===== src/rtl/lab3_pkg.sv =====
// Shared constants and width helpers for the scan decoder.
package lab3_pkg;

  localparam logic MODE_DIRECT = 1'b0;
  localparam logic MODE_SCAN   = 1'b1;

  // Prescaler counter width: enough bits to hold DIV-1, never fewer than one.
  function automatic int presc_width(input int div);
    if (div <= 2) return 1;
    return $clog2(div);
  endfunction

endpackage


===== src/rtl/lab3_tick_gen.sv =====
// Scan prescaler: a count that wraps every DIV enabled cycles.
// tick flags the last count of the period; the parent decides whether it is consumed.
module lab3_tick_gen
  import lab3_pkg::*;
#(
  parameter int DIV = 4
) (
  input  logic clk,
  input  logic rst,
  input  logic run,
  input  logic clear,
  output logic tick
);

  localparam int            W    = presc_width(DIV);
  localparam logic [W-1:0]  LAST = W'(DIV - 1);

  logic [W-1:0] count_q;
  logic [W-1:0] count_d;

  assign tick = (count_q == LAST);

  // Next count: clear wins, otherwise advance and roll over while running, else hold.
  always_comb begin
    count_d = count_q;
    if (clear) begin
      count_d = '0;
    end else if (run) begin
      count_d = tick ? '0 : count_q + W'(1);
    end
  end

  // Count register.
  always_ff @(posedge clk or posedge rst) begin
    if (rst) count_q <= '0;
    else     count_q <= count_d;
  end

endmodule


===== src/rtl/lab3_scan_decoder.sv =====
// N-to-2^N one-hot select driver with direct and auto-scan modes.
// Dout is decoded from the next index so it always matches sel on the same edge.
module lab3_scan_decoder
  import lab3_pkg::*;
#(
  parameter int N          = 2,
  parameter int DIV        = 4,
  parameter int ACTIVE_LOW = 0
) (
  input  logic              clk,
  input  logic              rst,
  input  logic              enable,
  input  logic              mode,
  input  logic [N-1:0]      A,
  output logic [(2**N)-1:0] Dout,
  output logic [N-1:0]      sel,
  output logic              wrap
);

  localparam int               OUTS     = 2 ** N;
  localparam logic [N-1:0]     LAST_IDX = N'(OUTS - 1);
  localparam logic [OUTS-1:0]  INACTIVE = (ACTIVE_LOW != 0) ? {OUTS{1'b1}} : {OUTS{1'b0}};

  logic            scan_run;
  logic            dir_load;
  logic            tick;
  logic            scan_step;

  logic [N-1:0]    index_q, index_d;
  logic [OUTS-1:0] dout_q, dout_d;
  logic            wrap_q, wrap_d;

  assign scan_run  = enable && (mode == MODE_SCAN);
  assign dir_load  = enable && (mode == MODE_DIRECT);
  assign scan_step = scan_run && tick;

  lab3_tick_gen #(.DIV(DIV)) u_tick_gen (
    .clk   (clk),
    .rst   (rst),
    .run   (scan_run),
    .clear (dir_load),
    .tick  (tick)
  );

  // Index selection: load A in direct mode, step on prescaler tick in scan mode, hold when disabled.
  always_comb begin
    index_d = index_q;
    if (dir_load) begin
      index_d = A;
    end else if (scan_step) begin
      index_d = index_q + N'(1);
    end
  end

  // Output decode of the next index, and the wrap pulse on OUTS-1 -> 0.
  always_comb begin
    dout_d = INACTIVE;
    if (enable) begin
      dout_d          = '0;
      dout_d[index_d] = 1'b1;
      dout_d          = dout_d ^ INACTIVE;
    end
    wrap_d = scan_step && (index_q == LAST_IDX);
  end

  // Index, select and wrap registers.
  always_ff @(posedge clk or posedge rst) begin
    if (rst) begin
      index_q <= '0;
      dout_q  <= INACTIVE;
      wrap_q  <= 1'b0;
    end else begin
      index_q <= index_d;
      dout_q  <= dout_d;
      wrap_q  <= wrap_d;
    end
  end

  assign Dout = dout_q;
  assign sel  = index_q;
  assign wrap = wrap_q;

endmodule


===== config.mk =====
export PLATFORM = sky130hd
export DESIGN_NAME = lab3_scan_decoder
export DESIGN_NICKNAME = d
export VERILOG_FILES = /design/src/rtl/lab3_pkg.sv /design/src/rtl/lab3_tick_gen.sv /design/src/rtl/lab3_scan_decoder.sv
export SDC_FILE = /design/constraint.sdc
export NUM_CORES = 1
export LEC_CHECK = 0
export ABC_AREA = 1
export CORE_AREA = 2 2 39 41
export CTS_CLUSTER_DIAMETER = 120
export DETAILED_ROUTE_END_ITERATION = 16
export DIE_AREA = 0 0 41 43
export SYNTH_ARGS = -nofsm -noshare
export SYNTH_HDL_FRONTEND = slang
export SYNTH_HIERARCHICAL = 1
export SYNTH_SLANG_ARGS = --single-unit

===== constraint.sdc =====
create_clock -name clk -period 3.3 [get_ports clk]
set_input_delay 0.825 -clock clk [delete_from_list [all_inputs] [get_ports clk]]
set_output_delay 0.825 -clock clk [all_outputs]
set_load 0.005 [all_outputs]

==> flow_metrics.py, run 1 <==
metrics = {
    "run_status": {
        "outcome": "finished, final reports clean",
    },
    "setup_path": {
        "critPathKind": "flip-flop to primary output",
        "max_stage_delay_ns": 0.52,
        "crit_family": "buffers and inverters",
        "critical_path_arrival_ns": 1.19,
        "crit_path_end_kind": "primary output",
        "crit_chain": "clkdlybuf4s50_1",
        "worst_setup_path_start_kind": "flip-flop",
        "slowest_stage": "clkdlybuf4s50_1",
        "cp_max_fo": 5,
        "worstPathRequired_ns": 2.47,
        "crit_buf_inv": 1,
    },
    "sta": {
        "worstMarginPinSlew_ns": 0.258,
        "fmax_mhz": 497,
        "rsz0062_at_grt": "no",
        "setup_viol": 0,
        "whs_ns": 0.555,
        "fin_crit_ns": 2.01,
        "hold_viol": 0,
        "slew_viol_final": 0,
        "finalSetupTns_ns": 0,
        "finalClockSkew_ns": 0.000648,
        "relSlewSlack_pct": 82.7,
        "post-route-period-util_pct": 61.0,
        "worst_slack_ns": 1.29,
    },
    "finish": {
        "fillers": 148,
        "finalNetCount": 84,
        "final_layout_size_suffix_gt1_share_pct": 8.00,
        "final_util_pct": 45.3,
        "antenna_cells": 0,
        "areaGrowthSynthToFinish_pct": 36.1,
    },
    "yosys": {
        "synth_top_cell_by_area": "dfrtp_1",
        "synth_area_leaders": "dfrtp_1 49%, nand3_1 12%, nand2_1 9.8%",
        "synthCells": 59,
        "avgSynthCellArea_um2": 7.80,
        "synth.distinct_cells": 12,
        "yosysSeqAreaShare_pct": 48.9,
        "ys_seq_elements": 9,
        "yosysWarnings": 6,
        "syn-num-nets": 67,
        "synth_area_um2": 460,
        "synth_top_area_share_pct": 48.9,
    },
    "global_route": {
        "use_met1_pct": 15.5,
        "grt_overflow": 0,
        "met2_usage_pct": 18.4,
        "antenna_found_initial": 0,
        "grt_max_degree": 8,
        "grtUsageMet3_pct": 7.85,
        "grt.busiest_layer": "met2",
        "grtUsageTotal_pct": 12.9,
        "grt_first_pass_wirelength_um": 1480,
        "grt_pass1_vias": 373,
    },
    "cts": {
        "clkTransAtPathRegs_ns": 0.06,
        "clock_latency_ns": 0.26,
        "post_cts_buffers": 0,
        "htreeDepth": 1,
        "cts-root-buf": "clkbuf_4",
        "cts_tree": "yes",
        "clkSinkCount": 9,
        "ctsResizeCount": 0,
        "cts_buffers": 3,
        "cts_hold_buffers": 0,
        "clockBufferDepth": 2,
    },
    "floorplanning": {
        "rows": 14,
        "dieArea_um2": 1760,
        "start_util_pct": 33.3,
        "coreArea_um2": 1380,
        "pin_count": 13,
        "die_h_um": 43,
        "die_x_um": 41,
    },
    "detailed_routing": {
        "drc_errors": 0,
        "viasPerCell": 4.69,
        "drt_iter0_markers": 10,
        "num_vias": 427,
        "drt_wl_total_um": 868,
        "dr.pass1.iters": 4,
        "wire_per_inst_um": 9.54,
        "antenna_left": 0,
    },
    "pwr": {
        "power_density_nw_per_um2": 457,
        "switching_power_uw": 80.2,
        "p_int_uw": 207,
        "seqPwrFrac_pct": 46.0,
        "ir_worst_vdd_mv": 0.217,
        "clockPowerShare_pct": 29.0,
        "p_leak_uw": 0.000325,
        "combPwrFrac_pct": 25.0,
        "sw_frac_of_total_pct": 28.0,
    },
    "placement": {
        "io_buffers": 12,
        "gp_congestion": 0.858,
        "dp_hpwl_um": 734,
        "dp_slack_ns": 1.13,
    },
    "worst_hold_path": {
        "min_path_type": "flip-flop to flip-flop",
    },
    "job": {
        "maxCapViolCount": 0,
    },
}
cells in the mapped netlist:
cell type	instances
nand4_1	2
ha_1	2
nand3_1	11
inv_1	9
or2_0	1
nor2_1	8
clkinv_1	1
nor2_4	1
nand2_1	12
o21ai_0	1
inv_2	2
dfrtp_1	9
cell usage in the layout, fill, tap and decap left out, drive strengths merged:
cell           synthesis  layout
clkinv                 1       1
nand4                  2       2
ha                     2       2
inv                   11      11
or2                    1       1
dfrtp                  9       9
o21ai                  1       1
nor2                   9       9
nand3                 11      11
nand2                 12      12
clkdlybuf4s50          0      12
clkbuf                 0       4
power groups by stage:
stage | clock network (uW) | registers [uW] | logic, uW
detailed placement | 0 | 134 | 72.4
floorplan | 0 | 133 | 37.4
finish | 83.2 | 132 | 71.7
global route | 93.5 | 134 | 81.4
CTS | 86.7 | 132 | 73.0
global placement | 0 | 133 | 72.0
routing by layer:
| metal | part of all wire [%] | up-vias |
|---|---|---|
| met5 | 0 | - |
| met4 | 1.2 | 0 |
| met3 | 5.2 | 3 |
| met1 | 47 | 195 |
| met2 | 46 | 13 |
| li1 | - | 216 |
worst reg2reg max path: stages, from the launching register on:
cell and delay [ns]:
dfrtp_1 0.38, ha_1 0.27, nand3_1 0.21, nand2_1 0.10, nand3_1 0.09, nand3_1 0.10
nor2_1 0.05
stage by stage:
step	power [uW]	cells	cell area [um^2]
after floorplan	171	59	460
after global placement	205	87	601
after detailed placement	206	87	601
after CTS	292	91	627
after global routing	309	91	627
final	287	91	627
logic make-up (layout without fill, tap and decap cells):
kind of cell	count (synthesis)	after routing	synth area share, %
simple gates	35	35	34.8
flops	9	9	48.9
buf+inv	12	28	9.78
compound gates	1	1	1.09
fa+ha+maj	2	2	5.43
registers in the layout, summed over array words and instances (netlist names):
name,count
sel,2
u_tick_gen/count_q,2
Dout,4
wrap,1
final timing paths:
| path | start | end | slack, ns | depth (start not counted) |
|---|---|---|---|---|
| worst max-delay path | sel[0]$_DFF_PP0_ | sel[0] | 1.29 | 1 |
| worst min-delay path | u_tick_gen/count_q[0]$_DFFE_PP0P_ | u_tick_gen/count_q[0]$_DFFE_PP0P_ | 0.56 | 2 |
| worst max register to register | u_tick_gen/count_q[0]$_DFFE_PP0P_ | Dout[1]$_DFF_PP0_ | 1.99 | 6 |
| worst min register to register | u_tick_gen/count_q[0]$_DFFE_PP0P_ | u_tick_gen/count_q[0]$_DFFE_PP0P_ | 0.56 | 2 |
| max in group asynchronous | rst | sel[1]$_DFF_PP0_ | 2.27 | 2 |
| min in group asynchronous | rst | u_tick_gen/count_q[0]$_DFFE_PP0P_ | 0.75 | 2 |
area by class of cell:
cell class	instances	area [um^2]	share of cell area, %
repair buffers	12	120	19.2
flip-flops and latches	9	225	35.9
inverters	12	45.0	7.19
well taps	16	20.0	3.19
clock buffers	4	26.3	4.19
multi-input cells	38	190	30.3
(Power assumes the default switching activity.)
==> inputs of run 2 (changes only) <==
clock period = 1.9 ns   (was 3.3 ns; I/O delays follow)
==> flow_metrics.py, run 2 (synthesis results as in run 1) <==
metrics = {
    "setup_path": {
        "startpoint": "sel[0]$_DFF_PP0_",
        "critical_path_arrival_ns": 1.19,
        "crit_path_end_kind": "primary output",
        "crit_family": "buffers and inverters",
        "slowest_stage": "clkdlybuf4s50_1",
        "worstPathRequired_ns": 1.42,
        "worst_setup_path_start_kind": "flip-flop",
        "crit_chain": "clkdlybuf4s50_1",
        "max_stage_delay_ns": 0.53,
        "critPathKind": "flip-flop to primary output",
        "crit_buf_inv": 1,
        "timing.rr.start": "u_tick_gen/count_q[0]$_DFFE_PP0P_",
        "cp_max_fo": 5,
    },
    "finish": {
        "finalNetCount": 85,
        "fillers": 137,
        "instances_no_fill": 92,
        "areaGrowthSynthToFinish_pct": 37.8,
        "antenna_cells": 0,
        "largest_reg_flops": 4,
        "final_layout_size_suffix_gt1_share_pct": 9.21,
        "final_cell_mix": "12 x nand2_1, 12 x clkdlybuf4s50_1, 11 x nand3_1",
    },
    "global_route": {
        "grt_overflow": 0,
        "grt_first_pass_wirelength_um": 1490,
        "antenna_found_initial": 0,
        "grt_max_degree": 8,
        "grt_pass1_vias": 370,
        "grtUsageTotal_pct": 12.7,
    },
    "floorplanning": {
        "rows": 14,
        "coreArea_um2": 1380,
        "pin_count": 13,
        "die_x_um": 41,
        "dieArea_um2": 1760,
        "die_h_um": 43,
        "start_util_pct": 33.3,
    },
    "sta": {
        "hold_viol": 0,
        "rsz0062_at_grt": "no",
        "relSlewSlack_pct": 82.8,
        "post-route-period-util_pct": 87.7,
        "whs_ns": 0.394,
        "fmax_mhz": 600,
        "setup_viol": 0,
        "worstMarginPinSlew_ns": 0.258,
        "finalSetupTns_ns": 0,
        "fin_crit_ns": 1.67,
        "finalClockSkew_ns": 0.00325,
        "slew_viol_final": 0,
        "worst_slack_ns": 0.234,
    },
    "cts": {
        "cts_buffers": 3,
        "ctsResizeCount": 0,
        "htreeDepth": 1,
        "cts_tree": "yes",
        "cts_hold_buffers": 0,
        "clock_latency_ns": 0.26,
        "clkTransAtPathRegs_ns": 0.06,
        "cts-root-buf": "clkbuf_4",
        "clockBufferDepth": 2,
        "clkSinkCount": 9,
        "post_cts_buffers": 0,
    },
    "placement": {
        "gp_congestion": 0.777,
        "dp.cells": 88,
        "io_buffers": 12,
        "dp_hpwl_um": 739,
        "dp_slack_ns": 0.111,
    },
    "detailed_routing": {
        "drc_errors": 0,
        "drt_iter0_markers": 4,
        "wire_per_inst_um": 9.45,
        "dr.pass1.iters": 4,
        "antenna_left": 0,
        "wl_met1_um": 409,
        "wl_met3_um": 49,
        "drt_wl_total_um": 869,
        "num_vias": 417,
        "viasPerCell": 4.53,
        "highest_layer": "met3",
        "wl_met2_um": 410,
    },
    "worst_hold_path": {
        "min_path_type": "input pin to async pin",
    },
    "job": {
        "maxCapViolCount": 0,
    },
    "run_status": {
        "outcome": "finished, final reports clean",
    },
    "pwr": {
        "ir_worst_vdd_mv": 0.402,
        "p_leak_uw": 0.000330,
        "power_density_nw_per_um2": 781,
    },
}
-- run 2: path summary, 6_finish.rpt --
kind	end	slack [ns]	depth (start not counted)
max	sel[0]	0.23	1
min	u_tick_gen/count_q[0]$_DFFE_PP0P_	0.39	2
max reg2reg	Dout[2]$_DFF_PP0_	0.58	6
min reg2reg	u_tick_gen/count_q[0]$_DFFE_PP0P_	0.56	2
max in group asynchronous	Dout[1]$_DFF_PP0_	1.22	2
min in group clk	u_tick_gen/count_q[0]$_DFFE_PP0P_	0.56	2
-- run 2: stage by stage --
step                      util (%)  area, um^2  power [uW]
final                         45.8         634         496
after global placement        43.9         608         357
after floorplan                  -         460         296
after global routing          45.8         634         538
after CTS                     45.8         634         502
after detailed placement      43.9         608         359
-- run 2: routing by layer --
layer	vias to the layer above	global-route usage, %
met1	184	16.4
li1	219	-
met3	0	7.85
met2	14	18.1
met5	-	0
met4	0	2.00
-- run 2: cell type report --
class | instances | area (um^2) | area share (%)
clock buffers | 4 | 26.3 | 4.14
repair buffers | 13 | 128 | 20.1
inverters | 12 | 45.0 | 7.10
flip-flops and latches | 9 | 225 | 35.5
multi-input cells | 38 | 190 | 30.0
well taps | 16 | 20.0 | 3.16
-- run 2: report_power, final --
group | total, uW | switching, uW | internal, uW
sequential | 229 | 14.8 | 214
combinational | 125 | 60.5 | 64.7
clock | 142 | 61.2 | 80.6
total | 496 | 137 | 359
==> inputs of run 3 (changes only) <==
DONT_BUFFER_PORTS = 1   (was default)
==> flow_metrics.py, run 3 (synthesis results as in run 1) <==
metrics = {
    "run_status": {
        "outcome": "finished, final reports clean",
    },
    "worst_hold_path": {
        "min_path_type": "input pin to async pin",
    },
    "sta": {
        "fin_crit_ns": 1.31,
        "finalSetupTns_ns": 0,
        "fmax_mhz": 766,
        "hold_viol": 0,
        "post-route-period-util_pct": 68.7,
        "worst_slack_ns": 0.595,
        "worstMarginPinSlew_ns": 0.270,
        "setup_viol": 0,
        "rsz0062_at_grt": "no",
        "whs_ns": 0.0293,
        "slew_viol_final": 0,
        "relSlewSlack_pct": 82.0,
        "finalClockSkew_ns": 0.000683,
    },
    "setup_path": {
        "crit_path_end_kind": "flip-flop",
        "critical_path.most_common_cell": "nand3_1",
        "crit_family": "simple AND/OR/NAND/NOR gates",
        "worstPathRequired_ns": 2.05,
        "worst_setup_path_start_kind": "flip-flop",
        "critical_path_arrival_ns": 1.46,
        "critPathKind": "flip-flop to flip-flop",
        "r2r_cells": 6,
        "path_depth": 6,
        "crit_chain": "ha_1 -> nand3_1 -> nand2_1 -> nand3_1 -> nand3_1 -> nor2_1",
        "max_stage_delay_ns": 0.37,
        "crit_buf_inv": 0,
        "slowest_stage": "dfrtp_1",
        "cp_max_fo": 6,
    },
    "placement": {
        "gp_congestion": 0.755,
        "dp_hpwl_um": 700,
        "dp_slack_ns": 0.604,
        "io_buffers": 0,
    },
    "pwr": {
        "combPwrFrac_pct": 17.2,
        "clockPowerShare_pct": 32.1,
        "power_uw": 458,
        "sw_frac_of_total_pct": 28.9,
        "ir_worst_vdd_mv": 0.455,
        "p_leak_uw": 0.000285,
        "p_int_uw": 326,
        "power_density_nw_per_um2": 887,
        "switching_power_uw": 133,
        "seqPwrFrac_pct": 50.7,
    },
    "finish": {
        "final_common_cell": "nand2_1",
        "finalNetCount": 73,
        "fillers": 147,
        "largest_reg_flops": 4,
        "final_util_pct": 37.3,
        "final_layout_size_suffix_gt1_share_pct": 9.38,
        "antenna_cells": 0,
        "final_cell_mix": "12 x nand2_1, 11 x nand3_1, 9 x dfrtp_1, 9 x inv_1, 8 x nor2_1",
        "areaGrowthSynthToFinish_pct": 12.2,
    },
    "detailed_routing": {
        "drc_errors": 0,
        "drt_iter0_markers": 19,
        "num_vias": 381,
        "wire_per_inst_um": 11.0,
        "viasPerCell": 4.76,
        "antenna_left": 0,
        "drt_wl_total_um": 883,
        "dr.pass1.iters": 4,
    },
    "global_route": {
        "grt_max_degree": 8,
        "grtUsageTotal_pct": 14.6,
        "grt_first_pass_wirelength_um": 1660,
        "grt_overflow": 0,
        "antenna_found_initial": 0,
        "grt_pass1_vias": 367,
    },
    "cts": {
        "clkTransAtPathRegs_ns": 0.06,
        "cts_buffers": 3,
        "clkSinkCount": 9,
        "cts-root-buf": "clkbuf_4",
        "htreeDepth": 1,
        "clock_latency_ns": 0.26,
        "cts_tree": "yes",
        "clockBufferDepth": 2,
    },
    "floorplanning": {
        "die_h_um": 43,
        "pin_count": 13,
        "coreArea_um2": 1380,
        "rows": 14,
        "start_util_pct": 33.3,
        "die_x_um": 41,
        "dieArea_um2": 1760,
    },
    "job": {
        "maxCapViolCount": 0,
    },
}
-- run 3: path summary, 6_finish.rpt --
check,endpoint,from,slack [ns]
worst max-delay path,Dout[0]$_DFF_PP0_,u_tick_gen/count_q[0]$_DFFE_PP0P_,0.59
min in group clk,sel[1]$_DFF_PP0_,A[1],0.36
worst min-delay path,wrap$_DFF_PP0_,rst,0.03
max in group asynchronous,u_tick_gen/count_q[0]$_DFFE_PP0P_,rst,1.27
worst max register to register,Dout[0]$_DFF_PP0_,u_tick_gen/count_q[0]$_DFFE_PP0P_,0.59
worst min register to register,u_tick_gen/count_q[0]$_DFFE_PP0P_,u_tick_gen/count_q[0]$_DFFE_PP0P_,0.55
-- run 3: repair_timing --
item,in CTS,in global routing
endpoints found under the hold margin,2,0
hold buffers,1,0
gates resized for setup,0,0
setup endpoints to repair,0,0
setup buffers,0,0
-- run 3: layout make-up --
class	instances	area [um^2]	area share, %
clock buffer	4	26.3	5.08
inverter	12	45.0	8.72
timing repair buffer	1	10.0	1.94
tap	16	20.0	3.87
multi-input combinational	38	190	36.8
sequential	9	225	43.6
-- run 3: power by group through the flow --
| stage | clock [uW] | sequential (uW) | combinational [uW] |
|---|---|---|---|
| after detailed placement | 0 | 237 | 77.8 |
| final | 147 | 232 | 78.7 |
| after CTS | 154 | 233 | 79.4 |
| after global routing | 173 | 235 | 96.4 |
| after global placement | 0 | 236 | 76.0 |
| after floorplan | 0 | 232 | 64.9 |
-- run 3: worst reg2reg max path: stages, from the launching register on --
cell	delay [ns]
dfrtp_1	0.37
ha_1	0.28
nand3_1	0.21
nand2_1	0.11
nand3_1	0.10
nand3_1	0.10
nor2_1	0.04
-- run 3: stage by stage --
step	cells	cell area, um^2
2_1_floorplan	59	460
3_3_place_gp	75	480
3_5_place_dp	75	480
4_1_cts	80	517
5_1_grt	80	517
6_report	80	517
-- run 3: layer usage --
layer / track usage [%] / wire [um] / vias up
li1: - / - / 194
met3: 9.42 / 78 / 2
met5: 0 / 0 / -
met1: 21.0 / 384 / 169
met4: 6.00 / 14 / 0
met2: 16.9 / 405 / 16
